<file path="config.mk">
export PLATFORM = sky130hd
export DESIGN_NAME = alu_gcd_scheduler
export DESIGN_NICKNAME = d
export VERILOG_FILES = /design/src/rtl/alu_gcd_scheduler.sv
export SDC_FILE = /design/constraint.sdc
export NUM_CORES = 1
export LEC_CHECK = 0
export BUFFER_PORTS_ARGS = -buffer_cell sky130_fd_sc_hd__buf_4
export CORE_MARGIN = 2
export CORE_UTILIZATION = 57
export CTS_CLUSTER_SIZE = 28
export DETAILED_ROUTE_END_ITERATION = 8
export PLACE_DENSITY = 0.82
export RECOVER_POWER = 50
export SETUP_SLACK_MARGIN = 0.4
export SYNTH_ARGS = -nofsm -noshare
export SYNTH_HDL_FRONTEND = slang
export SYNTH_SLANG_ARGS = --single-unit
export TNS_END_PERCENT = 10
</file>
<file path="constraint.sdc">
create_clock -name clk -period 4.8 [get_ports clk]
set_clock_uncertainty 0.2 [all_clocks]
set_input_delay 0.96 -clock clk [delete_from_list [all_inputs] [get_ports clk]]
set_output_delay 0.96 -clock clk [all_outputs]
set_load 0.03 [all_outputs]
</file>
<file path="src/rtl/alu_gcd_scheduler.sv">
// Round-robin two-port scheduler running subtractive GCD jobs
// on the shared two-register subtract ALU.
module ALU (
  input  logic        clk,
  input  logic [31:0] inpA,
  input  logic [31:0] inpB,
  input  logic        selA,
  input  logic        selB,
  input  logic        wrA,
  input  logic        wrB,
  input  logic [1:0]  ALUop,
  output logic [31:0] ALUout,
  output logic [1:0]  sign
);
  logic [31:0] ra;
  logic [31:0] rb;

  always_comb begin
    unique case (ALUop)
      2'd0:    ALUout = ra;
      2'd1:    ALUout = rb;
      2'd2:    ALUout = ra - rb;
      default: ALUout = rb - ra;
    endcase
  end

  // Signed compare: only meaningful while bit 31 of both is clear.
  always_comb begin
    if (ra == rb)
      sign = 2'b00;
    else if ($signed(ra) > $signed(rb))
      sign = 2'b01;
    else
      sign = 2'b10;
  end

  always_ff @(posedge clk) begin
    if (wrA) ra <= selA ? inpA : ALUout;
    if (wrB) rb <= selB ? inpB : ALUout;
  end
endmodule

module alu_gcd_scheduler #(
  parameter int unsigned MAX_ITER = 0
) (
  input  logic        clk,
  input  logic        reset,
  input  logic [1:0]  req_valid,
  output logic [1:0]  req_ready,
  input  logic [31:0] req_a0,
  input  logic [31:0] req_b0,
  input  logic [31:0] req_a1,
  input  logic [31:0] req_b1,
  output logic [1:0]  rsp_valid,
  input  logic [1:0]  rsp_ready,
  output logic [31:0] rsp_data,
  output logic        rsp_err,
  output logic        busy
);
  typedef enum logic [2:0] {
    IDLE, CMP, SUB_A, SUB_B, DONE
  } state_t;

  localparam logic [1:0] OP_A   = 2'd0;
  localparam logic [1:0] OP_B   = 2'd1;
  localparam logic [1:0] OP_AMB = 2'd2;
  localparam logic [1:0] OP_BMA = 2'd3;
  localparam logic [31:0] CAP = MAX_ITER;

  state_t      st, st_d;
  logic        g_q, g_d;
  logic        last_q, last_d;
  logic        err_q, err_d;
  logic        rsel_q, rsel_d;
  logic [31:0] cnt_q, cnt_d;
  logic [31:0] cnt_inc;
  logic        cap_hit;
  logic        pick;
  logic [31:0] ga, gb;
  logic        sel_a, sel_b, wr_a, wr_b;
  logic [1:0]  op;
  logic [31:0] alu_out;
  logic [1:0]  sign;

  assign pick = (req_valid == 2'b11) ? ~last_q
                                     : req_valid[1];
  assign ga = pick ? req_a1 : req_a0;
  assign gb = pick ? req_b1 : req_b0;

  assign cnt_inc = cnt_q + 32'd1;
  assign cap_hit = (CAP != '0) && (cnt_inc >= CAP);

  ALU u_alu (
    .clk    (clk),
    .inpA   (ga),
    .inpB   (gb),
    .selA   (sel_a),
    .selB   (sel_b),
    .wrA    (wr_a),
    .wrB    (wr_b),
    .ALUop  (op),
    .ALUout (alu_out),
    .sign   (sign)
  );

  always_comb begin
    st_d      = st;
    g_d       = g_q;
    last_d    = last_q;
    err_d     = err_q;
    rsel_d    = rsel_q;
    cnt_d     = cnt_q;
    sel_a     = 1'b0;
    sel_b     = 1'b0;
    wr_a      = 1'b0;
    wr_b      = 1'b0;
    op        = OP_A;
    req_ready = 2'b00;
    rsp_valid = 2'b00;
    unique case (st)
      IDLE: begin
        if (|req_valid) begin
          req_ready = !reset ? 2'b00
                    : (pick ? 2'b10 : 2'b01);
          sel_a  = 1'b1;
          sel_b  = 1'b1;
          wr_a   = 1'b1;
          wr_b   = 1'b1;
          g_d    = pick;
          last_d = pick;
          cnt_d  = '0;
          err_d  = 1'b0;
          rsel_d = 1'b0;
          st_d   = DONE;
          // Zero operands short-circuit; rsel picks reg B.
          priority case (1'b1)
            ga[31] | gb[31]:      err_d  = 1'b1;
            (ga == '0) && (gb == '0): rsel_d = 1'b0;
            ga == '0:             rsel_d = 1'b1;
            gb == '0:             rsel_d = 1'b0;
            default:              st_d   = CMP;
          endcase
        end
      end
      CMP: begin
        op = OP_AMB;
        unique case (sign)
          2'b00:   st_d = DONE;
          2'b01:   st_d = SUB_A;
          default: st_d = SUB_B;
        endcase
      end
      SUB_A: begin
        op    = OP_AMB;
        wr_a  = 1'b1;
        cnt_d = cnt_inc;
        if (cap_hit) begin
          st_d  = DONE;
          err_d = 1'b1;
        end else begin
          st_d = CMP;
        end
      end
      SUB_B: begin
        op    = OP_BMA;
        wr_b  = 1'b1;
        cnt_d = cnt_inc;
        if (cap_hit) begin
          st_d  = DONE;
          err_d = 1'b1;
        end else begin
          st_d = CMP;
        end
      end
      DONE: begin
        op        = rsel_q ? OP_B : OP_A;
        rsp_valid = g_q ? 2'b10 : 2'b01;
        if (rsp_ready[g_q]) st_d = IDLE;
      end
      default: st_d = IDLE;
    endcase
  end

  assign rsp_data = (st == DONE && !err_q) ? alu_out : '0;
  assign rsp_err  = (st == DONE) && err_q;
  assign busy     = (st != IDLE);

  always_ff @(posedge clk or negedge reset) begin
    if (!reset) begin
      st     <= IDLE;
      g_q    <= 1'b0;
      last_q <= 1'b1;
      err_q  <= 1'b0;
      rsel_q <= 1'b0;
      cnt_q  <= '0;
    end else begin
      st     <= st_d;
      g_q    <= g_d;
      last_q <= last_d;
      err_q  <= err_d;
      rsel_q <= rsel_d;
      cnt_q  <= cnt_d;
    end
  end
endmodule

</file>
==> flow_metrics.tcl <==
set metrics [dict create \
    drive_gt1_frac 0.247 \
    htreeDepth 3 \
    r2r-end "u_alu.rb[2]" \
    synth-simple-area-share 0.256 \
    initial_core_util 0.586 \
    wire_per_inst_um 23.6 \
    cts_buffers 9 \
    synthMuxAreaShare 0.0136 \
    via_count 10483 \
    core-area_um2 14600 \
    rr_startpoint "st[2]" \
    min_period_ps 4600 \
    synth_top_family_by_area "compound AO/OA/AOI/OAI gates" \
    synth_compound_area_frac 0.308 \
    critPathMaxFanout 9 \
    worstPathArrival_ps 3440 \
    fmax_mhz 217 \
    min_period_over_period 0.959 \
    critPathRequiredTime_ps 3640 \
    synth_edf_count 64 \
    r2r.worst_path.cells 4 \
    grt_overflow_total 0 \
    cts_sinks 71 \
    syn_avg_cell_area_um2 7.45 \
    root_buffer "clkbuf_16" \
    status "complete, but fails checks" \
    min_from "last_q" \
    design_area_um2 10700 \
    clkLatencyLatePin_ps 350 \
    ys_seq_elements 71 \
    hold_class "reg2reg" \
    synthCells 1152 \
    yosys.area.top_type "edfxtp_1" \
    synth_top_area_share 0.224 \
    grt_pass1_vias 9128 \
    grt_pass1_wl_mm 51.1 \
    grt_antenna_before_repair 1 \
    yosys-top-cells-area "edfxtp_1, ha_1, nand2_1" \
    min_delay_worst_endpoint "last_q" \
    finalWeightedCongestion 1.05 \
    cp-start-kind "register" \
    hold_depth 2 \
    ant_nets 0 \
    synth_xor_area_frac 0.00715 \
    dpl.hpwl_mm 26.3 \
    syn_to_final_growth_pct 24.4 \
    fp.dieW_um 127 \
    critical_path_class "reg2out" \
    layout_commonest_cell "buf_4" \
    dieArea_um2 16000 \
    ys_types 82 \
    port_buffers 171 \
    netlist_area_um2 8580 \
    hold_viol_final 0 \
    die_h_um 127 \
    grt_max_degree 80 \
    cts_tree "built" \
    via_per_inst 7.07 \
    drv_cap 3 \
    placed_area_um2 9890 \
    violations "capacitance limit, slew limit" \
    worst_setup_path_end_kind "output pin" \
    clk_pin_slew_ps 60 \
    synth_top_flop_cell "edfxtp_1" \
    initialDrtViolationCount 1866 \
    routed_wl_mm 35.0 \
    layout_common_cells "buf_4, nand2_1, nor2_1" \
    slew_headroom -0.526 \
    ys_async_sr_fraction 0.0986 \
    rrSetupSlack_ps 780 \
    finalSetupTns_ps 0 \
    slew_viol_final 120 \
    diodes 0 \
    worst_pin_slew_ps 2290 \
    synth_nets 1351 \
    whs_ps 329 \
    synthAdderAreaFrac 0.0965 \
    cts_buffer_depth 2 \
    ys_warn_count 0 \
    ios 172 \
    setup_viol 0 \
    finalNetCount 1492 \
    grt_use_total 0.412 \
    rows 44 \
    drt_first_pass_iters 9 \
    drc_errors 0 \
    rsz0062_at_grt "yes" \
    yosysSeqAreaShare 0.245 \
    cts_hold_buf 0 \
]
sequential cells by signal, summed over array words and instances, names as in the netlist:
register and count:
err_q 1, g_q 1, last_q 1, rsel_q 1, st 3, u_alu.ra 32, u_alu.rb 32
cell families (layout without fill, tap and decap cells):
family                     after synthesis  in the layout
AOI/OAI and AO/OA                      375            375
xor gates and xnor gates                 7              7
adders and majority gates               65             65
buffers and inverters                  156            302
DFF                                     71             71
muxes                                   11             11
and+or+nand+nor                        467            467
what timing repair did:
action	in CTS	in global routing
endpoints found under the setup margin	19	23
setup buffers	12	10
resized for setup	31	48
pin swaps	17	16
cloned	0	0
layout make-up:
type                    instances  area [um2]
inverters                      76         285
clock buffers                   9         225
clock inverters                 7        66.3
well taps                     184         230
multi-input cells             925        6230
fillers                      1162        3970
flip-flops and latches         71        2100
repair buffers                210        1540
synth_stat cells, types with 5 or more instances:
cell type	count
nor3_1	20
mux2i_1	9
a221o_1	6
a21oi_1	85
nor4_1	33
a31oi_1	56
o221ai_1	22
a221oi_1	12
nand4_1	17
and3_1	22
nand2_1	190
buf_2	21
nor2b_1	21
ha_1	63
a21o_1	26
nand2b_1	9
nand3_1	36
inv_1	76
o21ai_1	8
o21a_1	11
buf_1	9
dfrtp_1	6
xor2_1	5
o221a_2	8
o211ai_1	11
and2_1	9
edfxtp_1	64
a21boi_0	8
clkbuf_1	47
o21ai_0	44
or2_2	7
a211oi_1	14
nor2_1	83
o22ai_1	8
worst max-delay path, cell delays in order (launching register included):
cell and delay, ps:
edfxtp_1 410, inv_1 120, ha_2 350, a21o_1 240, a31oi_2 240, a21oi_1 140
o21ai_0 320, nand2_1 160, o221a_2 280, o221ai_1 270, nor2b_1 350, buf_4 230
through the flow:
step,utilization,cells,setup WS (ps)
3_5_place_dp,0.676,1444,360
3_3_place_gp,0.676,1444,444
2_1_floorplan,-,1152,742
6_report,0.729,1482,199
5_1_grt,0.729,1482,59.2
4_1_cts,0.711,1472,296
worst max-delay path by stage:
stage            startpoint            to  slack [ps]
2_1_floorplan   u_alu.ra[0]  rsp_data[18]         740
3_3_place_gp    u_alu.ra[0]  rsp_data[18]         440
3_5_place_dp    u_alu.rb[0]  rsp_data[18]         360
4_1_cts         u_alu.ra[0]  rsp_data[18]         300
5_1_grt        u_alu.rb[17]  rsp_data[24]          60
6_report        u_alu.rb[4]  rsp_data[19]         200
per-layer routing:
metal  vias to the layer above  track usage  part of all wire
li1                       4569            -                 -
met1                      4823        0.588              0.38
met2                       955        0.589              0.42
met3                       134        0.135              0.17
met4                         2        0.139             0.038
met5                         -            0           0.00037
Power is not shown: default switching activity piles up to over one toggle a cycle in this logic, so the estimate is an artifact.
